[src/rtl/systolic_drain_if.sv]
// Valid/ready write port carrying one drained accumulator element and its
// row-major index toward the result memory or host writer.
interface systolic_drain_if #(
  parameter int DATA_WIDTH = 32,
  parameter int ADDR_WIDTH = 4
);
  logic                  out_valid;
  logic                  out_ready;
  logic [DATA_WIDTH-1:0] out_data;
  logic [ADDR_WIDTH-1:0] out_addr;

  modport master (output out_valid, output out_data, output out_addr, input out_ready);
  modport slave  (input out_valid, input out_data, input out_addr, output out_ready);
endinterface

[src/rtl/systolic_drain.sv]
// Result drain for the systolic MAC array: snapshots all N*M accumulators on
// load and streams them out row-major, one element per valid/ready handshake.
module systolic_drain #(
  parameter int DATA_WIDTH = 32,
  parameter int N          = 3,
  parameter int M          = 3,
  parameter int ADDR_WIDTH = 4
) (
  input  logic                         clk,
  input  logic                         rst,
  input  logic                         load,
  input  logic [N*M*DATA_WIDTH-1:0]    C_flat,
  systolic_drain_if.master             wr,
  output logic                         busy,
  output logic                         done,
  output logic                         overrun
);

  localparam int TOTAL = N * M;
  localparam logic [ADDR_WIDTH-1:0] LAST = ADDR_WIDTH'(TOTAL - 1);

  typedef enum logic [1:0] {IDLE, DRAIN, DONE} state_t;

  state_t                  state;
  logic [ADDR_WIDTH-1:0]   index;
  logic [ADDR_WIDTH-1:0]   next_index;
  logic [DATA_WIDTH-1:0]   buffer [TOTAL];
  logic                    capture;

  // A load is honoured in IDLE and in the DONE cycle; in DRAIN it only flags overrun.
  assign capture    = load && (state != DRAIN);
  assign next_index = index + 1'b1;

  // Snapshot buffer needs no reset: its contents only matter after a capture.
  always_ff @(posedge clk) begin
    if (capture) begin
      for (int k = 0; k < TOTAL; k++) begin
        buffer[k] <= C_flat[k*DATA_WIDTH +: DATA_WIDTH];
      end
    end
  end

  always_ff @(posedge clk or negedge rst) begin
    if (!rst) begin
      state        <= IDLE;
      index        <= '0;
      wr.out_valid <= 1'b0;
      wr.out_data  <= '0;
      wr.out_addr  <= '0;
      busy         <= 1'b0;
      done         <= 1'b0;
      overrun      <= 1'b0;
    end else begin
      done <= 1'b0;
      case (state)
        IDLE, DONE: begin
          if (load) begin
            state        <= DRAIN;
            index        <= '0;
            wr.out_valid <= 1'b1;
            wr.out_addr  <= '0;
            wr.out_data  <= C_flat[DATA_WIDTH-1:0];
            busy         <= 1'b1;
          end else begin
            state <= IDLE;
          end
        end
        DRAIN: begin
          if (load) begin
            overrun <= 1'b1;
          end
          if (wr.out_ready) begin
            if (index == LAST) begin
              state        <= DONE;
              wr.out_valid <= 1'b0;
              busy         <= 1'b0;
              done         <= 1'b1;
            end else begin
              // Present the next element directly from the snapshot so outputs stay registered.
              index       <= next_index;
              wr.out_addr <= next_index;
              wr.out_data <= buffer[next_index];
            end
          end
        end
        default: state <= IDLE;
      endcase
    end
  end

endmodule

[src/flat_wrapper.sv]
// flat-port wrapper written by rule: the top's interface ports become plain ports
module systolic_drain_flat 
#(
  parameter int DATA_WIDTH = 32,
  parameter int N          = 3,
  parameter int M          = 3,
  parameter int ADDR_WIDTH = 4
)
  (clk, rst, load, C_flat, busy, done, overrun, wr_out_valid, wr_out_data, wr_out_addr, wr_out_ready);
  systolic_drain_if #(.DATA_WIDTH(DATA_WIDTH), .ADDR_WIDTH(ADDR_WIDTH)) wr_i ();
  input  logic clk;
  input  logic rst;
  input  logic load;
  input  logic [N*M*DATA_WIDTH-1:0] C_flat;
  output logic busy;
  output logic done;
  output logic overrun;
  output wire logic [$bits(wr_i.out_valid)-1:0] wr_out_valid;
  output wire logic [$bits(wr_i.out_data)-1:0] wr_out_data;
  output wire logic [$bits(wr_i.out_addr)-1:0] wr_out_addr;
  input wire logic [$bits(wr_i.out_ready)-1:0] wr_out_ready;
  assign wr_out_valid = wr_i.out_valid;
  assign wr_out_data = wr_i.out_data;
  assign wr_out_addr = wr_i.out_addr;
  assign wr_i.out_ready = wr_out_ready;
  systolic_drain #(.DATA_WIDTH(DATA_WIDTH), .N(N), .M(M), .ADDR_WIDTH(ADDR_WIDTH)) u_core (.clk(clk), .rst(rst), .load(load), .C_flat(C_flat), .wr(wr_i), .busy(busy), .done(done), .overrun(overrun));
endmodule
[config.mk]
export PLATFORM = sky130hd
export DESIGN_NAME = systolic_drain_flat
export DESIGN_NICKNAME = d
export VERILOG_FILES = /design/src/rtl/systolic_drain_if.sv /design/src/rtl/systolic_drain.sv /design/src/flat_wrapper.sv
export SDC_FILE = /design/constraint.sdc
export NUM_CORES = 1
export LEC_CHECK = 0
export ABC_AREA = 1
export CAP_MARGIN = 20
export CORE_MARGIN = 10
export CORE_UTILIZATION = 40
export DETAILED_ROUTE_END_ITERATION = 16
export GPL_ROUTABILITY_DRIVEN = 0
export GPL_TIMING_DRIVEN = 0
export HOLD_SLACK_MARGIN = 0.12
export PLACE_DENSITY = 0.68
export SYNTH_ARGS = -nofsm -noshare
export SYNTH_HDL_FRONTEND = slang
export SYNTH_SLANG_ARGS = --single-unit
[constraint.sdc]
create_clock -name clk -period 14.85 [get_ports clk]
set_clock_uncertainty 0.15 [all_clocks]
set_input_delay 2.97 -clock clk [delete_from_list [all_inputs] [get_ports clk]]
set_output_delay 2.97 -clock clk [all_outputs]
set_load 0.01 [all_outputs]
# == Word-level counts from Yosys, hierarchy flattened ==
# Memories as Yosys holds them, arrays and structs flattened.
# Index checks and enable logic that the tools add are counted.
# classes
add_sub_neg,1
eq_ne,8
mux,21
reduce_logical,8
# op_table
op,n
$mux W32,3
$pmux W32 S2,1
$mux W4,3
$mux W1,9
$pmux W4 S2,1
$reduce_and A4 Y1,2
$ne A2 B2 Y1 const B,3
$add A4 B1 Y4 const B,1
$eq A4 B4 Y1 const B,1
$mux W2,2
$ne A2 B1 Y1 const B,2
$pmux W2 S2,1
$reduce_and A2 Y1,2
$eq A2 B1 Y1 const B,1
$eq A2 B2 Y1 const B,1
$logic_not A2 Y1,1
$pmux W1 S2,1
$reduce_bool A2 Y1,1
$reduce_or A2 Y1,1
$logic_and A1 B1 Y1,1
# totals
register_bits,41
ram_bits,288
in_bits,292
out_inout_bits,40
n_memories,1
# mem_list
memory,depth,word_bits,rd,rd_ports_with_merged_regs,wr,line,text
u_core.buffer,9,32,1,0,9,systolic_drain.sv:27,logic [DATA_WIDTH-1:0] buffer [TOTAL];

# == Logic depth before layout (Yosys ltp) ==
# Gate-level depths: netlist of run 1.
# An unclocked memory read counts as a cell.
# logic_depth
depth_word,5
ltp_mapped,14

# == Worst setup path after synthesis of run 1 ==
# Ideal clock, no wire load.
# synth_path
path_kind,input -> register
from,in load
to,mem u_core.buffer[0][0] (enable)
setup_ns,0.942
arrival_time_ns,14.846
path_slack_ns,-1.088
cell_stages,2
cell_sequence,inv_1 > nor2_1
# synth_lines
item,line,text
from (decl),flat_wrapper.sv:13,input logic load;
to (decl),systolic_drain.sv:27,

==> flow_metrics.tcl, run 1 <==
set metrics [dict create \
    multiInputGateArea_sq_mm 0.00334 \
    cts_tree "done" \
    crit_slowest_cell "clkdlybuf4s50_1" \
    fmax_mhz 213 \
    min_period_over_period 0.316 \
    grt_pass1_wl_mm 69.1 \
    avgSynthCellArea_sq_um 9.64 \
    synth_fa_ha_area_frac 0.00170 \
    p_leak_nw 9.06 \
    vias 11400 \
    fin_nets 2204 \
    setup_tns_ns 0 \
    cts-resized-gates 0 \
    p_seq_frac 0.321 \
    ant_nets 0 \
    synth_edf_count 288 \
    synth_compound_area_frac 0.0135 \
    numClockSinks 329 \
    crit_family "buffers and inverters" \
    yosys_register_bits 329 \
    async_flop_share 0.125 \
    route.detailed.drc 0 \
    power.switching_w 0.00153 \
    ios 332 \
    synthFlopType "edfxtp_1" \
    wl_per_cell_microns 19.4 \
    hp-class "register to register" \
    final_cells 2410 \
    cts_made_buffers 40 \
    slew_headroom 0.584 \
    routed_via_density 4.71 \
    worstPathRequired_ns 11.73 \
    cp_data_arrival_time_ns 1.58 \
    cp-end-kind "output pin" \
    r2r_start "u_core.index[0]$_DFFE_PN0P_" \
    path_cells "clkdlybuf4s50_1" \
    grt_setup_unrepaired "false" \
    ir_drop_mv 0.0998 \
    syn_inst 1527 \
    yosys-mux-area-fraction 0 \
    first_iter_violations 894 \
    switching_share 0.393 \
    dp_hpwl_mm 35.7 \
    fp.dieH_microns 212 \
    first_global_vias 11700 \
    port_buffers 331 \
    hp-start "u_core.overrun$_DFFE_PN0P_" \
    overflow 0 \
    p_clk_frac 0.239 \
    clockBufferDepth 3 \
    cts_setup_buffers 0 \
    dp.cells 2336 \
    outcome "complete, no violations" \
    start_util 0.404 \
    drt_first_pass_iters 5 \
    startpoint "u_core.index[1]$_DFFE_PN0P_" \
    grt_max_degree 40 \
    yosysSeqAreaShare 0.657 \
    areaGrowthSynthToFinish_pct 36.4 \
    die_w_microns 212 \
    htree_levels 2 \
    core_sq_mm 0.0364 \
    regArea_sq_mm 0.00967 \
    power_density_mw_per_mm2 194 \
    critPathLaunchType "register" \
    fillers 3191 \
    syn-cell-area_sq_mm 0.0147 \
    finalHoldViolations 0 \
    yosys_warnings 0 \
    min_period_ns 4.70 \
    grt.total_usage 0.207 \
    finalWirelength_mm 46.7 \
    path_clk_slew_ns 0.06 \
    slew_viol_final 0 \
    dieArea_sq_mm 0.0449 \
    power_frac_comb 0.440 \
    synth_xor_area_frac 0.00221 \
    synth.distinct_cells 25 \
    path_buf_inv 1 \
    cp_max_fo 5 \
    synth-simple-area-share 0.209 \
    internal_power_w 0.00236 \
    cts_hold_buf 0 \
    tightest_slew_ns 0.624 \
    syn-num-nets 1821 \
    critical_path.max_stage_delay_ns 0.61 \
    rows 70 \
    synth_top_family_by_area "simple AND/OR/NAND/NOR gates" \
    clkLatencyLatePin_ns 0.54 \
    drive_gt1_frac 0.0717 \
    max_cap_violations 0 \
    cts-root-buf "clkbuf_16" \
    path_class "register to output pin" \
    antenna_found_initial 7 \
    setup_viol 0 \
]
[logic make-up (layout without fill, tap and decap cells)]
| group | after synthesis | count (layout) |
|---|---|---|
| AND/OR/NAND/NOR | 757 | 757 |
| buffers and inverters | 398 | 810 |
| flip-flops | 329 | 329 |
| AO/OA/AOI/OAI | 39 | 39 |
| adder cells (fa/ha/maj) | 2 | 2 |
| XOR/XNOR | 2 | 2 |
| other | 0 | 3 |
[routing by layer]
| layer | routed length (microns) | global-route usage | vias up |
|---|---|---|---|
| met1 | 18300 | 0.244 | 5340 |
| met4 | 902 | 0.0632 | 10 |
| met3 | 4420 | 0.0634 | 64 |
| met2 | 23100 | 0.357 | 438 |
| met5 | 57 | 0 | - |
| li1 | - | - | 5506 |
[power by group through the flow]
stage	clock [W]	sequential [W]	combinational, W
global placement	0	0.00131	0.00169
finish	0.000928	0.00125	0.00171
global route	0.000985	0.00126	0.00191
detailed placement	0	0.00127	0.00174
floorplan	0	0.00131	0.000994
CTS	0.000948	0.00125	0.00174
[layout by cell type, fill, tap and decap left out]
cell type / netlist / routed
buf_2: 37 / 38
buf_1: 2 / 2
o21ai_1: 1 / 1
xnor2_2: 1 / 1
o21ai_0: 2 / 2
ha_1: 2 / 2
bufinv_16: 0 / 3
edfxtp_1: 288 / 288
nor2_1: 101 / 100
nand3_1: 165 / 165
nor2_4: 2 / 3
inv_2: 3 / 3
clkbuf_16: 0 / 41
nor2_2: 1 / 1
dfrtp_1: 41 / 41
o22ai_1: 1 / 1
diode_2: 0 / 3
inv_1: 325 / 325
o21bai_1: 1 / 1
nand2_4: 1 / 1
clkinvlp_4: 0 / 1
buf_6: 19 / 19
inv_6: 0 / 1
buf_16: 0 / 1
xor2_2: 1 / 1
buf_12: 0 / 9
nand2_2: 1 / 1
nand2_1: 485 / 485
clkdlybuf4s50_1: 0 / 330
a21oi_1: 34 / 34
clkinv_1: 0 / 9
clkinv_2: 0 / 8
clkbuf_1: 5 / 13
nand4_1: 1 / 1
buf_4: 7 / 7
[final timing paths]
check                                                endpoint  slack [ns]  cells after the start
max                                            wr_out_addr[1]       10.15                      1
min                                u_core.overrun$_DFFE_PN0P_        0.33                      1
min reg2reg                        u_core.overrun$_DFFE_PN0P_        0.33                      1
min in group asynchronous  u_core.wr.out_data[26]$_DFFE_PN0P_        2.15                      1
max reg2reg                u_core.wr.out_data[11]$_DFFE_PN0P_       11.88                     14
max in group asynchronous   u_core.wr.out_data[6]$_DFFE_PN0P_       11.92                      2
[synth_stat cells (2+ instances only)]
master      n  share of area
buf_1       2        0.00051
ha_1        2         0.0017
buf_2      37          0.013
nand2_1   485           0.12
dfrtp_1    41          0.070
o21ai_0     2        0.00068
a21oi_1    34          0.012
edfxtp_1  288           0.59
buf_6      19          0.015
inv_1     325          0.083
buf_4       7         0.0036
clkbuf_1    5         0.0013
nor2_1    101          0.026
inv_2       3        0.00077
nand3_1   165          0.056
nor2_4      2         0.0015
[registers in the layout, indices dropped and copies added, names as in the netlist]
name / flops
u_core.buffer: 288
u_core.wr.out_valid: 1
u_core.overrun: 1
u_core.done: 1
u_core.state: 2
u_core.wr.out_data: 32
u_core.index: 4
[area by class of cell]
class	count	share of cell area
Tap cell	468	0.0292
Clock inverter	22	0.00898
Buffer	70	0.0238
Clock buffer	49	0.0526
Inverter	328	0.0613
Sequential cell	329	0.482
Timing Repair Buffer	341	0.175
Multi-Input combinational cell	800	0.167
Antenna cell	3	0.000374
[through the flow]
step / worst slack (ns) / area (sq um) / hold WS, ns / utilization / power (W)
after floorplan: 3.72 / 14700 / 0.363 / - / 0.00230
after global placement: -0.0225 / 18600 / 0.325 / 0.511 / 0.00300
after detailed placement: 9.79 / 18800 / 0.320 / 0.517 / 0.00300
after CTS: 10.12 / 20100 / 0.336 / 0.551 / 0.00394
after global routing: 10.13 / 20100 / 0.376 / 0.551 / 0.00416
final: 10.15 / 20100 / 0.330 / 0.551 / 0.00389
Power figures use the tool's default switching activity.
==> inputs of run 2 (changes only) <==
--- a/config.mk
+++ b/config.mk
@@ -13,7 +13,7 @@
 export GPL_ROUTABILITY_DRIVEN = 0
 export GPL_TIMING_DRIVEN = 0
 export HOLD_SLACK_MARGIN = 0.12
-export PLACE_DENSITY = 0.68
+export PLACE_DENSITY = 0.66
 export SYNTH_ARGS = -nofsm -noshare
 export SYNTH_HDL_FRONTEND = slang
 export SYNTH_SLANG_ARGS = --single-unit
==> constraint.sdc (replaced) <==
create_clock -name clk -period 4.9 [get_ports clk]
set_clock_uncertainty 0.15 [all_clocks]
set_input_delay 0.98 -clock clk [delete_from_list [all_inputs] [get_ports clk]]
set_output_delay 0.98 -clock clk [all_outputs]
set_load 0.01 [all_outputs]
==> run 2 against run 1 <==
Die area unchanged. Highest routed layer unchanged. Combinational power rose to 3.0 times the previous value. Flip-flop and latch count unchanged.
==> flow_metrics.tcl, run 2 (synthesis gave the netlist of run 1 again) <==
set metrics [dict create \
    htree_levels 2 \
    drt_first_pass_iters 5 \
    min_period_ns 3.17 \
    path_buf_inv 6 \
    core_sq_mm 0.0364 \
    cts_setup_buffers 0 \
    met1_usage 0.255 \
    path_class "primary input to register" \
    min_period_over_period 0.646 \
    cts-root-buf "clkbuf_16" \
    cp-end-kind "register" \
    clockBufferDepth 3 \
    ant_nets 0 \
    final_area_sq_mm 0.0201 \
    cpMostUsedCell "buf_12" \
    cp_data_arrival_time_ns 3.26 \
    fmax_mhz 316 \
    grt_setup_unrepaired "false" \
    first_iter_violations 840 \
    setup_viol 0 \
    vias 11300 \
    clkLatencyLatePin_ns 0.57 \
    slew_headroom 0.524 \
    worstPathRequired_ns 4.99 \
    cts_hold_buf 0 \
    path_depth 7 \
    route.detailed.drc 0 \
    reg_top3 "u_core.buffer (288), u_core.wr.out_data (32), u_core.index (4)" \
    final_cell_mix "nand2_1 (485), clkdlybuf4s50_1 (330), inv_1 (324)" \
    start_util 0.404 \
    max_cap_violations 0 \
    drive_gt1_frac 0.0697 \
    ios 332 \
    largest_reg_flops 288 \
    cts-resized-gates 0 \
    fin_nets 2202 \
    finalHoldViolations 0 \
    grt_use_met3 0.0603 \
    outcome "complete, no violations" \
    routed_via_density 4.71 \
    crit_slowest_cell "clkdlybuf4s50_1" \
    port_buffers 331 \
    antenna_found_initial 7 \
    critical_path.max_stage_delay_ns 0.68 \
    grt_max_degree 39 \
    cts_tree "done" \
    finalPower_w 0.0118 \
    die_w_microns 212 \
    finalWirelength_mm 47.0 \
    critPathLaunchType "primary input" \
    grt.total_usage 0.208 \
    areaGrowthSynthToFinish_pct 36.3 \
    p_leak_nw 9.04 \
    path_clk_slew_ns 0.06 \
    dpl_cell_area_sq_mm 0.0188 \
    ir_drop_mv 0.330 \
    mostFrequentLayoutCell "nand2_1" \
    wl_per_cell_microns 19.5 \
    dieArea_sq_mm 0.0449 \
    overflow 0 \
    met2_usage 0.343 \
    cts_made_buffers 38 \
    first_global_vias 11500 \
    fp.dieH_microns 212 \
    path_cells "clkdlybuf4s50_1, inv_12, nor2_4, buf_16, buf_12, buf_12, buf_12" \
    cp_max_fo 33 \
    hp-class "primary input to async pin" \
    regMostFlops "u_core.buffer" \
    crit_family "buffers and inverters" \
    dp_hpwl_mm 35.7 \
    tightest_slew_ns 0.713 \
    rows 70 \
    numClockSinks 329 \
    top_usage_layer "met2" \
    slew_viol_final 0 \
    power_density_mw_per_mm2 587 \
    ff2ff_path_depth 14 \
    grt_pass1_wl_mm 69.0 \
]
==> run 2: cell count changes in the layout (fill, tap and decap cells not counted), sizes merged <==
cell,delta
clkinv,-5
bufinv,-1
diode,+1
clkbuf,+4
==> run 2: routing by layer <==
metal  vias to the layer above  part of all wire
met1                      5338              0.41
met2                       421              0.47
li1                       5496                 -
met4                         8             0.028
met5                         -           0.00098
met3                        76             0.086
==> run 2: stage by stage <==
stage	std cells	TNS (ns)	util	hold slack [ns]	setup slack (ns)
detailed placement	2336	0	0.517	0.334	1.14
finish	2409	0	0.550	0.149	1.73
CTS	2405	0	0.550	0.132	1.73
floorplan	1527	-259.32	-	0.363	-0.900
global route	2407	0	0.550	0.152	1.62
global placement	2326	-977.25	0.512	0.318	-3.43
==> run 2: cell type report <==
class,instances,area (sq um)
Fill cell,3193,16400
Sequential cell,329,9670
Timing Repair Buffer,341,3520
Multi-Input combinational cell,800,3340
Inverter,328,1240
Clock buffer,53,1080
Tap cell,468,586
Buffer,70,478
Clock inverter,16,125
Antenna cell,4,10.0
==> run 2: path summary, 6_finish.rpt <==
| check | from | slack (ns) | to |
|---|---|---|---|
| setup / recovery | load | 1.73 | u_core.buffer[4][4]$_DFFE_PP_ |
| hold / removal | rst | 0.15 | u_core.wr.out_data[26]$_DFFE_PN0P_ |
| setup reg to reg | u_core.index[0]$_DFFE_PN0P_ | 1.84 | u_core.wr.out_data[12]$_DFFE_PN0P_ |
| hold reg to reg | u_core.overrun$_DFFE_PN0P_ | 0.34 | u_core.overrun$_DFFE_PN0P_ |
| max in group asynchronous | rst | 3.97 | u_core.wr.out_data[11]$_DFFE_PN0P_ |
| min in group clk | u_core.overrun$_DFFE_PN0P_ | 0.34 | u_core.overrun$_DFFE_PN0P_ |
==> run 2: worst reg2reg max path: cells and delay by family, from the launching register on <==
family | cells | cell delay [ns]
adders and majority gates | 1 | 0.27
buffers and inverters | 7 | 1.53
AOI/OAI and AO/OA | 1 | 0.12
DFF | 1 | 0.39
and+or+nand+nor | 5 | 0.52
==> run 2: power by group <==
group          switching [W]  internal, W  total, W
sequential          0.000175      0.00360   0.00378
clock                0.00115      0.00164   0.00279
combinational        0.00334      0.00186   0.00520
total                0.00467      0.00711    0.0118
==> inputs of run 3 (changes only) <==
--- a/config.mk
+++ b/config.mk
@@ -13,7 +13,7 @@
 export GPL_ROUTABILITY_DRIVEN = 0
 export GPL_TIMING_DRIVEN = 0
 export HOLD_SLACK_MARGIN = 0.12
-export PLACE_DENSITY = 0.66
+export PLACE_DENSITY = 0.68
 export SYNTH_ARGS = -nofsm -noshare
 export SYNTH_HDL_FRONTEND = slang
 export SYNTH_SLANG_ARGS = --single-unit
==> constraint.sdc (replaced) <==
create_clock -name clk -period 2.58 [get_ports clk]
set_clock_uncertainty 0.15 [all_clocks]
set_input_delay 0.516 -clock clk [delete_from_list [all_inputs] [get_ports clk]]
set_output_delay 0.516 -clock clk [all_outputs]
set_load 0.01 [all_outputs]
==> run 3 against run 2 <==
Total power grew 91%. Setup slack got worse by 1.6 ns. First-iteration DRC count fell by 8.1%. Sequential power increased by 90%. Combinational power increased by 94%. Via count fell by 0.69%. Final cell count unchanged. Global-route usage grew 0.14 points. Largest power group unchanged.
==> flow_metrics.tcl, run 3 (synthesis gave the netlist of run 1 again) <==
set metrics [dict create \
    outcome "complete, no violations" \
    routed_via_density 4.67 \
    slew_headroom 0.492 \
    ir_drop_mv 0.539 \
    switching_share 0.392 \
    finalHoldViolations 0 \
    min_period_over_period 0.947 \
    port_buffers 331 \
    drive_gt1_frac 0.0701 \
    min_period_ns 2.44 \
    first_global_vias 11800 \
    antenna_found_initial 7 \
    clockBufferDepth 3 \
    p_leak_nw 9.07 \
    max_cap_violations 0 \
    die_w_microns 212 \
    critPathLaunchType "register" \
    regMostFlops "u_core.buffer" \
    internal_power_w 0.0137 \
    slew_viol_final 0 \
    grt_setup_unrepaired "false" \
    htree_levels 2 \
    areaGrowthSynthToFinish_pct 36.7 \
    route.detailed.drc 0 \
    cts-root-buf "clkbuf_16" \
    fmax_mhz 409 \
    dp_hpwl_mm 35.7 \
    fp.dieH_microns 212 \
    rows 70 \
    core_sq_mm 0.0364 \
    fillers 3308 \
    setup_viol 0 \
    ios 332 \
    finalWirelength_mm 47.2 \
    cp-end-kind "register" \
    numClockSinks 329 \
    mostFrequentLayoutCell "nand2_1" \
    vias 11300 \
    cts_made_buffers 39 \
    p_clk_frac 0.230 \
    ant_nets 0 \
    power_frac_comb 0.450 \
    hp-class "primary input to async pin" \
    final_cells 2409 \
    cp_max_fo 19 \
    drt_first_pass_iters 5 \
    timing.hold.ws_ns 0.246 \
    grt_pass1_wl_mm 69.9 \
    overflow 0 \
    grt_max_degree 40 \
    tightest_slew_ns 0.761 \
    ff2ff_path_depth 13 \
    dieArea_sq_mm 0.0449 \
    reg_top3 "u_core.buffer (288), u_core.wr.out_data (32), u_core.index (4)" \
    power.switching_w 0.00881 \
    cp_data_arrival_time_ns 2.77 \
    clkLatencyLatePin_ns 0.55 \
    start_util 0.404 \
    worstPathRequired_ns 2.91 \
    path_clk_slew_ns 0.06 \
    fin_nets 2206 \
    final_cell_mix "nand2_1 (485), clkdlybuf4s50_1 (330), inv_1 (324)" \
    p_seq_frac 0.320 \
    cts_tree "done" \
    path_class "register to register" \
    wl_per_cell_microns 19.6 \
    largest_reg_flops 288 \
    dp.cells 2336 \
    power_density_mw_per_mm2 1120 \
    first_iter_violations 772 \
    grt.total_usage 0.210 \
]
## run 3: changes by cell type in the layout (fill, tap and decap cells not counted), sizes merged
cell	before	now
clkinv	12	10
bufinv	2	1
diode	4	2
clkinvlp	1	0
dlygate4sd3	0	1
clkbuf	58	65
buf	76	74
nor2	104	105
inv	329	328
## run 3: power by group through the flow
stage | clock, W | sequential (W) | combinational, W
floorplan | 0 | 0.00745 | 0.00574
global placement | 0 | 0.00741 | 0.00971
detailed placement | 0 | 0.00729 | 0.0100
CTS | 0.00528 | 0.00719 | 0.0102
global route | 0.00547 | 0.00727 | 0.0113
finish | 0.00517 | 0.00719 | 0.0101
## run 3: routing by layer
layer | GRT usage | share of wire
met5 | 0 | 0.0016
met4 | 0.0665 | 0.023
met3 | 0.0640 | 0.091
met2 | 0.360 | 0.49
met1 | 0.246 | 0.40
## run 3: worst max-delay path, stage by stage, from the launching register on
cell,delay [ns]
dfrtp_1,0.40
buf_6,0.16
inv_2,0.06
buf_12,0.17
ha_1,0.36
inv_2,0.12
buf_8,0.17
buf_6,0.20
nand3_1,0.14
nand2_1,0.11
nand2_1,0.05
nand2_1,0.09
nand2_1,0.06
a21oi_1,0.11
## run 3: final timing paths
check | from | end | slack [ns]
max reg2reg | u_core.index[0]$_DFFE_PN0P_ | u_core.wr.out_data[14]$_DFFE_PN0P_ | 0.14
min reg2reg | u_core.overrun$_DFFE_PN0P_ | u_core.overrun$_DFFE_PN0P_ | 0.32
min | rst | u_core.wr.out_data[25]$_DFFE_PN0P_ | 0.25
max in group asynchronous | rst | u_core.index[3]$_DFFE_PN0P_ | 1.54
min in group clk | u_core.overrun$_DFFE_PN0P_ | u_core.overrun$_DFFE_PN0P_ | 0.32
max | u_core.index[0]$_DFFE_PN0P_ | u_core.wr.out_data[14]$_DFFE_PN0P_ | 0.14
## run 3: timing repair
item	4_1_cts	5_1_grt
setup endpoints to repair	186	31
pin swaps	1	0
gates resized for setup	14	15
hold buffers	1	0
setup buffers	2	0
hold endpoints to repair	41	0
cloned	1	0
## run 3: layout make-up
class,instances,area (sq um),share of cell area
Sequential cell,329,9670,0.481
Timing Repair Buffer,344,3540,0.176
Multi-Input combinational cell,801,3350,0.166
Tap cell,468,586,0.0291
Buffer,69,557,0.0277
Antenna cell,2,5.00,0.000249
Clock inverter,11,71.3,0.00354
Inverter,328,1230,0.0612
Clock buffer,57,1110,0.0550
## run 3: stage by stage
step	TNS (ns)	instance area, sq um	util	total power, W	worst slack [ns]
floorplan	-862.26	14700	-	0.0132	-2.99
global placement	-1489.65	18600	0.511	0.0171	-5.10
detailed placement	-81.14	18800	0.517	0.0173	-0.675
CTS	0	20100	0.551	0.0227	0.00536
global route	0	20100	0.552	0.0240	0.00443
finish	0	20100	0.552	0.0225	0.137
